===== config.mk =====
export PLATFORM = sky130hd
export DESIGN_NAME = imm_gen_pipe
export DESIGN_NICKNAME = d
export VERILOG_FILES = /design/src/rtl/imm_gen_pipe.sv
export SDC_FILE = /design/constraint.sdc
export NUM_CORES = 1
export LEC_CHECK = 0
export BUFFER_PORTS_ARGS = -buffer_cell sky130_fd_sc_hd__buf_2
export CORE_UTILIZATION = 49
export CTS_CLUSTER_SIZE = 20
export DETAILED_ROUTE_END_ITERATION = 10
export GPL_TIMING_DRIVEN = 0
export PLACE_DENSITY = 0.87
export REMOVE_ABC_BUFFERS = 1
export SLEW_MARGIN = 25
export SYNTH_ARGS = -nofsm -noshare
export SYNTH_HDL_FRONTEND = slang
export SYNTH_SLANG_ARGS = --single-unit

===== constraint.sdc =====
create_clock -name clk -period 4.1 [get_ports clk]
set_input_delay 0.205 -clock clk [delete_from_list [all_inputs] [get_ports clk]]
set_output_delay 0.205 -clock clk [all_outputs]
set_load 0.1 [all_outputs]

===== src/rtl/imm_gen_pipe.sv =====
// imm_gen_pipe: pipelined RV immediate generator for the decode stage.
// Decodes the immediate, format code and illegal flag of a 32-bit
// instruction. The result is registered behind a valid/ready handshake.
// A skid register holds one extra result, so in_ready can be driven from a
// flop without losing throughput.
module imm_gen_pipe #(
   parameter int XLEN  = 32,
   parameter int TAG_W = 32
) (
   input  logic             clk,
   input  logic             rst,
   input  logic             flush,
   input  logic             in_valid,
   output logic             in_ready,
   input  logic [31:0]      in_inst,
   input  logic [TAG_W-1:0] in_tag,
   output logic             out_valid,
   input  logic             out_ready,
   output logic [XLEN-1:0]  out_imm,
   output logic [2:0]       out_fmt,
   output logic             out_illegal,
   output logic [TAG_W-1:0] out_tag
);

   // Only RV32 and RV64 immediate widths make sense.
   if (XLEN != 32 && XLEN != 64) begin : g_bad_xlen
      $error("imm_gen_pipe: XLEN must be 32 or 64");
   end

   typedef enum logic [2:0] {
      FMT_I    = 3'd0,
      FMT_S    = 3'd1,
      FMT_B    = 3'd2,
      FMT_U    = 3'd3,
      FMT_J    = 3'd4,
      FMT_Z    = 3'd5,
      FMT_NONE = 3'd7
   } fmt_e;

   localparam logic [6:0] OP_LOAD    = 7'b0000011;
   localparam logic [6:0] OP_FENCE   = 7'b0001111;
   localparam logic [6:0] OP_OPIMM   = 7'b0010011;
   localparam logic [6:0] OP_AUIPC   = 7'b0010111;
   localparam logic [6:0] OP_OPIMM32 = 7'b0011011;
   localparam logic [6:0] OP_STORE   = 7'b0100011;
   localparam logic [6:0] OP_LUI     = 7'b0110111;
   localparam logic [6:0] OP_BRANCH  = 7'b1100011;
   localparam logic [6:0] OP_JALR    = 7'b1100111;
   localparam logic [6:0] OP_JAL     = 7'b1101111;
   localparam logic [6:0] OP_SYSTEM  = 7'b1110011;

   // One decoded result, as held in the output and skid registers.
   typedef struct packed {
      logic [XLEN-1:0]  imm;
      fmt_e             fmt;
      logic             illegal;
      logic [TAG_W-1:0] tag;
   } entry_t;

   localparam entry_t ENTRY_RST = '{imm: '0, fmt: FMT_NONE, illegal: 1'b0, tag: '0};

   entry_t     dec;
   logic [31:0] imm32;

   entry_t out_q, out_d;
   entry_t skid_q, skid_d;
   logic   out_valid_q, out_valid_d;
   logic   skid_valid_q, skid_valid_d;
   logic   in_ready_q, in_ready_d;

   logic   accept;
   logic   out_free;

   // Decode the incoming instruction. The result is a 32-bit immediate, which is sign-extended to XLEN.
   always_comb begin
      // NOTE: every combinational output gets a default first so no path can infer a latch.
      imm32       = '0;
      dec.fmt     = FMT_NONE;
      dec.illegal = 1'b0;
      dec.tag     = in_tag;
      unique case (in_inst[6:0])
         OP_LOAD, OP_FENCE, OP_OPIMM, OP_JALR: begin
            imm32   = {{20{in_inst[31]}}, in_inst[31:20]};
            dec.fmt = FMT_I;
         end
         OP_SYSTEM: begin
            if (in_inst[14]) begin
               imm32   = {27'b0, in_inst[19:15]};
               dec.fmt = FMT_Z;
            end else begin
               imm32   = {{20{in_inst[31]}}, in_inst[31:20]};
               dec.fmt = FMT_I;
            end
         end
         OP_OPIMM32: begin
            if (XLEN == 64) begin
               imm32   = {{20{in_inst[31]}}, in_inst[31:20]};
               dec.fmt = FMT_I;
            end else begin
               dec.illegal = 1'b1;
            end
         end
         OP_LUI, OP_AUIPC: begin
            imm32   = {in_inst[31:12], 12'b0};
            dec.fmt = FMT_U;
         end
         OP_STORE: begin
            imm32   = {{20{in_inst[31]}}, in_inst[31:25], in_inst[11:7]};
            dec.fmt = FMT_S;
         end
         OP_BRANCH: begin
            imm32   = {{19{in_inst[31]}}, in_inst[31], in_inst[7], in_inst[30:25], in_inst[11:8], 1'b0};
            dec.fmt = FMT_B;
         end
         OP_JAL: begin
            imm32   = {{11{in_inst[31]}}, in_inst[31], in_inst[19:12], in_inst[20], in_inst[30:21], 1'b0};
            dec.fmt = FMT_J;
         end
         default: dec.illegal = 1'b1;
      endcase
      // Bit 31 of the zimm value is always 0, so sign extension also covers zero extension.
      dec.imm = XLEN'($signed(imm32));
   end

   // A flush discards the input presented in the same cycle.
   assign accept   = in_valid & in_ready_q & ~flush;
   assign out_free = ~out_valid_q | out_ready;

   // Handshake control: route each result to the output or skid register, keeping FIFO order.
   always_comb begin
      out_d        = out_q;
      out_valid_d  = out_valid_q;
      skid_d       = skid_q;
      skid_valid_d = skid_valid_q;
      if (flush) begin
         out_valid_d  = 1'b0;
         skid_valid_d = 1'b0;
      end else if (out_free) begin
         if (skid_valid_q) begin
            // in_ready is low while skid is full, so no new accept can collide here.
            out_d        = skid_q;
            out_valid_d  = 1'b1;
            skid_valid_d = 1'b0;
         end else if (accept) begin
            out_d       = dec;
            out_valid_d = 1'b1;
         end else begin
            out_valid_d = 1'b0;
         end
      end else if (accept) begin
         skid_d       = dec;
         skid_valid_d = 1'b1;
      end
      in_ready_d = ~skid_valid_d;
   end

   // State registers, cleared asynchronously.
   always_ff @(posedge clk or posedge rst) begin
      if (rst) begin
         out_valid_q  <= 1'b0;
         skid_valid_q <= 1'b0;
         in_ready_q   <= 1'b1;
         // NOTE: the data registers are reset as well, so the outputs never carry X before the first result.
         out_q        <= ENTRY_RST;
         skid_q       <= ENTRY_RST;
      end else begin
         // NOTE: use non-blocking assignments, so every flop samples values from before the edge.
         out_valid_q  <= out_valid_d;
         skid_valid_q <= skid_valid_d;
         in_ready_q   <= in_ready_d;
         out_q        <= out_d;
         skid_q       <= skid_d;
      end
   end

   assign in_ready    = in_ready_q;
   assign out_valid   = out_valid_q;
   assign out_imm     = out_q.imm;
   assign out_fmt     = out_q.fmt;
   assign out_illegal = out_q.illegal;
   assign out_tag     = out_q.tag;

endmodule


; Yosys cells after proc, flatten, opt, wreduce, memory -nomap -nowiden
; Index checks and enable logic that the tools add are counted.
[totals]
ram_bits = 0
mem_count = 0
input_bits = 69
reg_bits = 139
out_inout_bits = 70
latchBits = 0
romBits = 0
[classes]
n_mux = 14
shift = 0
n_div = 0
n_mul = 0
addsub = 0
bitwise_logic = 7
reduce_logical = 7
magnitude_cmp = 0
n_eq_ne = 10
[ops]
columns = op, n
row1 = one-hot mux 32 bit (6 select lines), 1
row2 = two-way mux 68 bit, 2
row3 = two-way mux 32 bit, 1
row4 = "equality test 7 bit, second input constant", 4
row5 = one-hot mux 3 bit (6 select lines), 1
row6 = "equality test 7 x 5 -> 1 bit, second input constant", 2
row7 = "equality test 7 x 6 -> 1 bit, second input constant", 2
row8 = OR reduction 10 bit, 1
row9 = two-way mux 1 bit, 8
row10 = "equality test 7 x 2 -> 1 bit, second input constant", 1
row11 = "equality test 7 x 4 -> 1 bit, second input constant", 1
row12 = AND reduction 3 bit, 2
row13 = inverter 1 bit, 4
row14 = nonzero test 2 bit, 2
row15 = OR reduction 4 bit, 1
row16 = two-way mux 3 bit, 1
row17 = bitwise AND 1 bit, 2
row18 = OR reduction 2 bit, 1
row19 = OR 1 bit, 1

; Depth between registers and ports, before layout
; Gate-level depths: netlist of run 1.
[depth]
ltp_word = 6
ltp_mapped = 8

; Worst setup path before layout of run 1
; OpenSTA, ideal clock, no wires.
[synth_timing]
path_kind = register -> register
start = register out_valid_q (netlist: out_valid)
end = register skid_q[58] (netlist name)
setup_slack_ns = 1.711
setup_time_ns = 0.069
n_path_buf = 2
arrival_ns = 2.320
synth_period_minus_slack_ns = 2.389
required_time_ns = 4.031
path_stages_with_launch = 7
path_cell_list = dfrtp_1 -> nand2b_1 -> or3_1 -> clkbuf_1 -> or3_4 -> buf_6 -> nand3_1
[synth_between]
elab_chain_cells = 4
[synth_rtl]
columns = element, line_no
row1 = "start, declared", 67  ; logic out_valid_q, out_valid_d;
row2 = "start signal, assigned", 168  ; out_valid_q <= out_valid_d;
row3 = inverter 1 bit, 127  ; assign out_free = ~out_valid_q | out_ready;
row4 = OR 1 bit, 127
row5 = inverter 1 bit (no source line), -
row6 = AND reduction 3 bit (no source line), -
row7 = "end signal, assigned", 172  ; skid_q <= skid_d;
row8 = "end, declared", 66  ; entry_t skid_q, skid_d;
; No other way between the ends.
; A chain may end at the register's enable or synchronous reset.

; Worst setup path after layout of run 1
[layout_timing]
start = register skid_valid_q
end = register out_q (netlist bit out_imm[19])
[layout_between]
elab_chain_cells = 2
[layout_rtl]
columns = element, line_no
row1 = "start, declared", 68  ; logic skid_valid_q, skid_valid_d;
row2 = "start signal, assigned", 169  ; skid_valid_q <= skid_valid_d;
row3 = nonzero test 2 bit (no source line), -
row4 = AND reduction 3 bit (no source line), -
row5 = "end signal, assigned", 171  ; out_q <= out_d;
row6 = "end, declared", 65  ; entry_t out_q, out_d;
; Several ways; a longest one is shown, not always the timed one.

==> results of run 1 <==
==> report_power, final <==
| part | internal [mW] | switching [mW] |
|---|---|---|
| sequential | 1.56 | 0.101 |
| combinational | 0.224 | 0.907 |
| clock | 0.816 | 0.552 |
| total | 2.60 | 1.56 |
==> worst max path at each step <==
stage	slack, ns	cells after the start	to
5_1_grt	1.26	6	out_imm[17]$_DFFE_PP0P_
3_5_place_dp	1.44	6	out_imm[17]$_DFFE_PP0P_
4_1_cts	1.42	6	out_imm[19]$_DFFE_PP0P_
3_3_place_gp	-9.90	5	out_imm[17]$_DFFE_PP0P_
6_report	1.46	6	out_imm[19]$_DFFE_PP0P_
2_1_floorplan	-4.92	5	out_imm[13]$_DFFE_PP0P_
==> metal layers <==
metal,vias up,wire length [µm]
li1,2702,-
met3,19,1030
met5,-,0
met2,200,7870
met4,0,216
met1,2679,6810
==> metrics by stage <==
stage,setup WS (ns),instances
after floorplan,-4.92,639
after global placement,-9.90,949
after detailed placement,1.44,967
after CTS,1.42,1024
after global routing,1.26,1024
final,1.46,1024
==> cell type report <==
class                   count  share of cell area [%]
clock buffers              25                    6.00
flip-flops and latches    139                    43.1
well taps                 172                    2.66
clock inverters             7                   0.510
multi-input cells         494                    33.5
repair buffers            181                    13.9
inverters                   6                   0.371
==> sequential cells by signal (all words and copies together), names as in the netlist <==
signal and cells:
skid_valid_q 1, out_illegal 1, in_ready 1, out_tag 32
out_imm 32, out_fmt 3, skid_q 68, out_valid 1
==> critical path, delay by kind of cell, from the launching register on <==
family | cells | cell delay [ns]
AOI/OAI and AO/OA | 2 | 0.36
DFF | 1 | 0.86
and+or+nand+nor | 3 | 1.00
buffers and inverters | 1 | 0.25
==> kinds of logic after synthesis <==
kind of cell / count (synthesis) / share of synthesized area, %
DFF: 139 / 54.5
AOI/OAI and AO/OA: 156 / 15.9
and+or+nand+nor: 304 / 20.6
buffers and inverters: 56 / 3.67
muxes: 34 / 5.32
==> placed cells by master, fill, tap and decap left out, types with 5 or more instances in the layout <==
cell           synthesis  layout
o22ai_1                7       7
a21oi_1               65      65
clkbuf_1              37       5
dfstp_2                7       7
nand3_1               23      23
and3_1                13      13
inv_1                  6       5
a22o_1                17      17
o21ai_1               10      10
mux2i_1               34      34
nor3_2                 2       5
nor2_1                57      57
a221oi_1               9       9
buf_2                  8     138
dfrtp_1              132     131
nand2_1              175     174
clkbuf_16              0      17
o21ai_0               15      15
a32oi_1                6       6
buf_4                  0      15
clkinv_2               0       5
dlygate4sd3_1          0      25
nor3_1                 8       5
a221o_1                6       6
==> timing repair <==
item / CTS / global route
hold buffers: 25 / 0
hold endpoints to repair: 69 / 0
buffers inserted: 0 / 0
==> results.py, run 1 <==
metrics = {
    "outcome": {
        "status": "complete, no violations",
    },
    "logic_synthesis": {
        "ys_top_cells_by_count": "nand2_1 (175), dfrtp_1 (132), a21oi_1 (65), nor2_1 (57), clkbuf_1 (37)",
        "syn-mean-instance-area_um2": 9.29,
        "synthTopCellsByArea": "dfrtp_1 (52%), nand2_1 (10%), mux2i_1 (5.3%), a21oi_1 (5.1%), nor2_1 (3.3%)",
        "synthDistinctLibCells": 51,
        "syn-cell-area_um2": 6400,
        "synth-seq-cells": 139,
        "synthCells": 689,
        "yosysTopAreaCell": "dfrtp_1",
        "ys.flop_type": "dfrtp_1",
        "async_reset_ff_share_pct": 100,
        "yosysTopAreaCellShare_pct": 51.6,
        "seq_area_frac_synth_pct": 54.5,
        "synth_warnings": 0,
        "yosysMostFrequentCell": "nand2_1",
        "synth_edf_count": 0,
    },
    "global_route": {
        "grt_pass1_wl_mm": 26.2,
        "grt_max_degree": 95,
        "met1_usage_pct": 31.6,
        "grt_antenna_before_repair": 0,
        "grt_pass1_vias": 5464,
        "overflow": 0,
        "grt_use_met3_pct": 5.97,
        "grtUsageTotal_pct": 25.1,
        "met2_usage_pct": 42.2,
        "top_usage_layer": "met2",
    },
    "clocking": {
        "cts_tree": "yes",
        "clk_pin_slew_ns": 0.06,
        "cts-root-buf": "clkbuf_16",
        "cts.sinks": 139,
        "cts_buffer_depth": 2,
        "clk_latency_ns": 0.41,
        "h-tree-depth": 4,
        "cts_resized": 0,
        "numCtsBuffers": 17,
    },
    "critical_path": {
        "start_kind": "register",
        "crit_slowest_cell": "dfrtp_4",
        "crit_chain": "a21oi_1 -> nor3_2 -> buf_4 -> nand2_1 -> nor2_1 -> a221oi_1",
        "r2r-end": "out_imm[19]$_DFFE_PP0P_",
        "r2r_cells": 6,
        "crit_type": "reg2reg",
        "rrSetupSlack_ns": 1.46,
        "crit_path_max_incr_delay_ns": 0.86,
        "r2r_start": "skid_valid_q$_DFF_PP0_",
        "crit_path_end_kind": "register",
        "cp_max_fo": 51,
        "arrival_ns": 2.90,
        "cp_data_required_time_ns": 4.36,
        "crit_path_start": "skid_valid_q$_DFF_PP0_",
    },
    "die": {
        "die_area_um2": 13500,
        "die_w_um": 116,
        "boundaryPins": 139,
        "rows": 41,
        "dieHeight_um": 116,
        "coreArea_um2": 12700,
        "initial_core_util_pct": 50.5,
    },
    "sta": {
        "fmaxAchievable_ghz": 0.379,
        "finalSetupViolCount": 0,
        "period_share_pct": 64.4,
        "min_period_ns": 2.64,
        "skew_ns": 0.00673,
        "report.final.slew_viol_count": 0,
        "worstMarginPinSlew_ns": 0.873,
        "setup_tns_ns": 0,
        "hold_slack_ns": 0.00408,
        "relSlewSlack_pct": 41.5,
        "hold_viol": 0,
        "rsz0062_at_grt": "no",
    },
    "detailed_routing": {
        "num_vias": 5600,
        "first_pass_iters": 4,
        "ant_nets": 0,
        "routed_wl_mm": 15.9,
        "drc": 0,
        "drt_iter0_drc": 505,
        "wl_per_cell_um": 15.6,
        "via_per_inst": 5.47,
    },
    "power": {
        "vdd_ir_drop_max_mv": 0.307,
        "powerDensity_nw_per_um2": 515,
        "power.leakage_nw": 3.85,
        "finalPower_mw": 4.16,
    },
    "final_layout": {
        "finalInstanceArea_um2": 8090,
        "multi_input_area_um2": 2710,
        "num-fill-cells": 1037,
        "drive_gt1_share_pct": 23.9,
        "n_antenna_cell": 0,
        "fin_util_pct": 63.9,
        "seq_area_um2": 3490,
        "area_growth_pct": 26.4,
        "nNetsFinal": 908,
    },
    "hold_path": {
        "worstHoldStart": "in_tag[28]",
        "holdCritPathClass": "in2reg",
        "holdPathEnd": "skid_q[28]$_DFFE_PP0P_",
        "hold_depth": 3,
    },
    "place": {
        "dp_hpwl_mm": 10.7,
        "gp_congestion": 0.867,
        "placement.io_buffers": 138,
        "placed_area_um2": 7310,
    },
    "run": {
        "max_cap_viol_count": 0,
    },
}
Note: power is estimated with default switching activity, not from simulation.
==> run 2: changes to the inputs <==
==> constraint.sdc (replaced) <==
create_clock -name clk -period 2.2 [get_ports clk]
set_input_delay 0.11 -clock clk [delete_from_list [all_inputs] [get_ports clk]]
set_output_delay 0.11 -clock clk [all_outputs]
set_load 0.1 [all_outputs]
==> results.py, run 2 (synthesis results as in run 1) <==
metrics = {
    "outcome": {
        "status": "complete, no violations",
    },
    "power": {
        "vdd_ir_drop_max_mv": 0.576,
        "finalPower_mw": 7.84,
        "powerDensity_nw_per_um2": 925,
        "power.leakage_nw": 4.03,
    },
    "final_layout": {
        "largest_reg_flops": 68,
        "drive_gt1_share_pct": 24.2,
        "area_growth_pct": 32.5,
        "regMostFlops": "skid_q",
        "finalInstanceArea_um2": 8480,
        "layout_commonest_cell": "nand2_1",
        "n_antenna_cell": 0,
        "nNetsFinal": 944,
        "final_cell_mix": "nand2_1 (173), buf_2 (138), dfrtp_1 (131)",
    },
    "critical_path": {
        "cp_data_required_time_ns": 2.55,
        "start_kind": "register",
        "cpMostUsedCell": "nand2_1",
        "crit_chain": "nand2_1 -> or3_4 -> buf_12 -> nor3_4 -> buf_4 -> a32oi_1 -> nand2_1",
        "cp_num_buf_inv": 2,
        "crit_path_end_kind": "register",
        "crit_family": "simple AND/OR/NAND/NOR gates",
        "crit_type": "reg2reg",
        "crit_path_max_incr_delay_ns": 0.55,
        "arrival_ns": 2.46,
        "crit_slowest_cell": "dfstp_2",
        "cp_max_fo": 44,
        "crit_path_start": "in_ready$_DFF_PP1_",
        "r2r_start": "in_ready$_DFF_PP1_",
    },
    "clocking": {
        "clk_latency_ns": 0.42,
        "cts_buffer_depth": 2,
        "cts_tree": "yes",
        "clk_pin_slew_ns": 0.05,
        "h-tree-depth": 4,
        "cts-root-buf": "clkbuf_16",
        "cts.sinks": 139,
        "numCtsBuffers": 17,
    },
    "place": {
        "preCtsSetupSlack_ns": -0.457,
        "dp_hpwl_mm": 10.7,
        "placement.io_buffers": 138,
        "placed_area_um2": 7310,
        "gp_congestion": 0.867,
    },
    "run": {
        "max_cap_viol_count": 0,
    },
    "detailed_routing": {
        "ant_nets": 0,
        "routed_wl_mm": 17.7,
        "first_pass_iters": 5,
        "wl_per_cell_um": 16.7,
        "drt_iter0_drc": 541,
        "num_vias": 5883,
        "drc": 0,
        "via_per_inst": 5.55,
    },
    "sta": {
        "hold_viol": 0,
        "skew_ns": 0.00676,
        "min_period_ns": 2.11,
        "report.final.slew_viol_count": 0,
        "rsz0062_at_grt": "no",
        "fin_ws_ns": 0.0926,
        "hold_slack_ns": 0.00747,
        "setup_tns_ns": 0,
        "worstMarginPinSlew_ns": 0.888,
        "period_share_pct": 95.8,
        "relSlewSlack_pct": 40.8,
        "fmaxAchievable_ghz": 0.475,
        "finalSetupViolCount": 0,
    },
    "global_route": {
        "met1_usage_pct": 32.6,
        "grt_use_met3_pct": 6.38,
        "grt_max_degree": 95,
        "grt_pass1_vias": 5773,
        "grt_pass1_wl_mm": 27.6,
        "grtUsageTotal_pct": 26.4,
        "overflow": 0,
        "top_usage_layer": "met2",
        "grt_antenna_before_repair": 1,
        "met2_usage_pct": 44.5,
    },
    "die": {
        "coreArea_um2": 12700,
        "boundaryPins": 139,
        "die_area_um2": 13500,
        "rows": 41,
        "dieHeight_um": 116,
        "initial_core_util_pct": 50.5,
        "die_w_um": 116,
    },
    "hold_path": {
        "holdCritPathClass": "in2reg",
        "worstHoldStart": "in_inst[24]",
    },
}
run 2: worst register-to-register path, stage by stage (launching register included):
cell	delay (ns)
dfstp_2	0.55
nand2_1	0.18
or3_4	0.45
buf_12	0.19
nor3_4	0.28
buf_4	0.20
a32oi_1	0.10
nand2_1	0.09
run 2: final cells by class:
type                    count  area (µm²)
fillers                   992        4190
flip-flops and latches    139        3490
multi-input cells         495        2750
repair buffers            216        1470
clock buffers              25         485
well taps                 172         215
clock inverters             7        41.3
inverters                   6        30.0
run 2: final timing paths:
check                                               end  slack (ns)  cells after the start
worst max-delay path             skid_q[55]$_DFFE_PP0P_        0.09                      7
max in group asynchronous        skid_valid_q$_DFF_PP0_        1.17                      4
worst max register to register   skid_q[55]$_DFFE_PP0P_        0.09                      7
worst min-delay path             skid_q[60]$_DFFE_PP0P_       0.007                      3
worst min register to register    skid_q[3]$_DFFE_PP0P_        0.47                      2
min in group asynchronous       out_tag[14]$_DFFE_PP0P_        0.26                      3
run 2: timing repair:
item,4_1_cts,5_1_grt
gates resized for setup,6,1
hold buffers,53,0
pin swaps,1,2
hold endpoints to repair,119,0
setup endpoints to repair,36,36
setup buffers,1,6
cloned,0,1
run 2: power breakdown:
part / internal, mW / switching [mW] / leakage (nW) / total, mW
logic: 0.454 / 1.73 / 2.02 / 2.18
clock network: 1.52 / 1.04 / 0.261 / 2.56
registers: 2.91 / 0.185 / 1.75 / 3.10
total: 4.89 / 2.96 / 4.03 / 7.84
run 2: stage by stage:
step / std cells / util [%]
after floorplan: 639 / -
after global placement: 949 / 56.0
after detailed placement: 967 / 57.7
after CTS: 1053 / 66.4
after global routing: 1060 / 66.9
final: 1060 / 66.9
run 2: metal layers:
| metal | part of all wire [%] | up-vias |
|---|---|---|
| li1 | - | 2781 |
| met1 | 42 | 2796 |
| met2 | 49 | 268 |
| met3 | 7.2 | 38 |
| met4 | 2.1 | 0 |
| met5 | 0 | - |
==> run 3: changes to the inputs <==
--- a/config.mk
+++ b/config.mk
@@ -5,8 +5,9 @@
 export SDC_FILE = /design/constraint.sdc
 export NUM_CORES = 1
 export LEC_CHECK = 0
+export ABC_AREA = 1
 export BUFFER_PORTS_ARGS = -buffer_cell sky130_fd_sc_hd__buf_2
-export CORE_UTILIZATION = 49
+export CORE_UTILIZATION = 50
 export CTS_CLUSTER_SIZE = 20
 export DETAILED_ROUTE_END_ITERATION = 10
 export GPL_TIMING_DRIVEN = 0
==> results.py, run 3 <==
metrics = {
    "detailed_routing": {
        "routed_wl_mm": 19.8,
        "drc": 0,
        "drt_iter0_drc": 723,
        "ant_nets": 0,
        "wl_per_cell_um": 15.3,
        "num_vias": 6972,
        "first_pass_iters": 7,
        "via_per_inst": 5.41,
    },
    "logic_synthesis": {
        "async_reset_ff_share_pct": 100,
        "yosysMostFrequentCell": "nand2_1",
        "synthDistinctLibCells": 28,
        "seq_area_frac_synth_pct": 49.6,
        "ys_top_cells_by_count": "nand2_1 (341), nor2_1 (172), dfrtp_1 (132), nand3_1 (58), a31oi_1 (57)",
        "synth_edf_count": 0,
        "synthTopCellsByArea": "dfrtp_1 (47%), nand2_1 (18%), nor2_1 (9.2%), a31oi_1 (5.1%), nand3_1 (4.1%)",
        "synthCells": 946,
        "yosysTopAreaCellShare_pct": 47.0,
        "ys.flop_type": "dfrtp_1",
        "synth-seq-cells": 139,
        "synth_warnings": 0,
        "syn-cell-area_um2": 7030,
        "syn-mean-instance-area_um2": 7.44,
        "yosysTopAreaCell": "dfrtp_1",
    },
    "final_layout": {
        "finalInstanceArea_um2": 8930,
        "nNetsFinal": 1170,
        "fin_util_pct": 66.1,
        "area_growth_pct": 27.0,
        "layout_commonest_cell": "nand2_1",
        "largest_reg_flops": 68,
        "num-fill-cells": 1101,
        "regMostFlops": "skid_q",
        "drive_gt1_share_pct": 19.9,
        "multi_input_area_um2": 3100,
        "final_cell_mix": "nand2_1 (340), nor2_1 (170), buf_2 (138)",
        "seq_area_um2": 3490,
    },
    "sta": {
        "relSlewSlack_pct": 41.1,
        "hold_viol": 0,
        "fin_ws_ns": 0.190,
        "min_period_ns": 2.01,
        "period_share_pct": 91.4,
        "skew_ns": 0.00738,
        "rsz0062_at_grt": "no",
        "finalSetupViolCount": 0,
        "worstMarginPinSlew_ns": 0.883,
        "fmaxAchievable_ghz": 0.497,
        "report.final.slew_viol_count": 0,
    },
    "die": {
        "rows": 42,
        "die_area_um2": 14500,
        "initial_core_util_pct": 52.1,
        "dieHeight_um": 121,
        "boundaryPins": 139,
        "die_w_um": 121,
        "coreArea_um2": 13500,
    },
    "clocking": {
        "clk_pin_slew_ns": 0.06,
        "numCtsBuffers": 17,
        "cts.sinks": 139,
        "clk_latency_ns": 0.42,
        "cts_buffer_depth": 2,
        "cts-root-buf": "clkbuf_16",
        "h-tree-depth": 4,
        "cts_tree": "yes",
    },
    "place": {
        "placed_area_um2": 7840,
        "gp_congestion": 0.898,
        "preCtsSetupSlack_ns": -0.652,
        "dp_hpwl_mm": 11.6,
        "placement.io_buffers": 138,
    },
    "critical_path": {
        "crit_path_end_kind": "register",
        "arrival_ns": 2.37,
        "cp_data_required_time_ns": 2.56,
        "cp_max_fo": 38,
        "start_kind": "register",
        "crit_type": "reg2reg",
    },
    "global_route": {
        "grt_antenna_before_repair": 1,
        "grtUsageTotal_pct": 28.3,
        "grt_pass1_vias": 6715,
        "grt_pass1_wl_mm": 32.0,
        "grt_max_degree": 98,
        "overflow": 0,
    },
    "hold_path": {
        "holdCritPathClass": "in2reg",
    },
    "power": {
        "vdd_ir_drop_max_mv": 0.560,
        "power.leakage_nw": 4.92,
        "powerDensity_nw_per_um2": 981,
    },
    "outcome": {
        "status": "complete, no violations",
    },
    "run": {
        "max_cap_viol_count": 0,
    },
}
[run 3: changes by cell type in the layout (fill, tap and decap cells not counted), sizes merged, moves of 10 or more]
cell and delta:
buf -15, nand3 +38, mux2i -34, nand2 +183, a21oi -48, nor3 -10
dlygate4sd3 -12, a31oi +53, nor2 +120, inv +44, a22o -17, and3 -13
nand4 +15
[run 3: per-layer routing]
layer / routed length (µm) / GRT usage, % / up-vias
li1: - / - / 3334
met1: 8180 / 35.0 / 3253
met2: 9550 / 47.6 / 343
met3: 1660 / 7.31 / 42
met4: 378 / 10.6 / 0
met5: 0 / 0 / -
[run 3: repair_timing]
item                       CTS  global route
hold endpoints to repair   115             0
pin swaps                    1             1
hold buffers                41             0
setup endpoints to repair   68            37
gates resized for setup      7             1
buffers inserted             1             3
cloned                       1             0
[run 3: where the power goes]
| group | total (mW) | internal, mW | switching (mW) | leakage [nW] |
|---|---|---|---|---|
| combinational | 2.50 | 0.531 | 1.97 | 2.90 |
| sequential | 3.36 | 3.09 | 0.268 | 1.72 |
| clock | 2.91 | 1.87 | 1.04 | 0.297 |
| total | 8.77 | 5.49 | 3.28 | 4.92 |
[run 3: worst paths after layout]
path | from | endpoint | slack, ns | depth (start not counted)
min in group asynchronous | rst | out_tag[31]$_DFFE_PP0P_ | 0.23 | 3
worst min-delay path | in_inst[27] | skid_q[43]$_DFFE_PP0P_ | 0.02 | 3
worst max register to register | skid_valid_q$_DFF_PP0_ | out_imm[27]$_DFFE_PP0P_ | 0.19 | 9
worst min register to register | skid_q[3]$_DFFE_PP0P_ | skid_q[3]$_DFFE_PP0P_ | 0.47 | 2
max in group asynchronous | rst | skid_q[45]$_DFFE_PP0P_ | 1.18 | 4
worst max-delay path | skid_valid_q$_DFF_PP0_ | out_imm[27]$_DFFE_PP0P_ | 0.19 | 9
[run 3: critical path, stage by stage, from the launching register on]
cell	delay [ns]
dfrtp_4	0.59
inv_6	0.18
o21ai_4	0.30
nand2_4	0.23
buf_12	0.26
nor2_1	0.14
nand2_2	0.07
inv_1	0.06
nand2_1	0.05
nand2_1	0.06
[run 3: layout make-up]
type | instances | share of cell area [%]
multi-input cells | 704 | 34.7
flip-flops and latches | 139 | 39.1
inverters | 50 | 2.41
diodes | 1 | 0.0280
well taps | 176 | 2.47
clock buffers | 25 | 5.88
clock inverters | 5 | 0.911
repair buffers | 189 | 14.5
[run 3: cells by family after synthesis]
kind of cell,Yosys count,synth area share [%]
simple gates,613,36.2
flops,139,49.6
buf+inv,104,6.81
compound gates,90,7.42
[run 3: metrics by stage]
stage	total power [mW]	setup TNS (ns)	hold slack (ns)	cells
3_5_place_dp	5.79	-28.55	0.117	1212
5_1_grt	9.15	0	0.00275	1288
3_3_place_gp	5.70	-1013.75	0.329	1206
6_report	8.77	0	0.0205	1289
2_1_floorplan	5.28	-542.72	0.218	892
4_1_cts	8.77	0	0.00994	1285
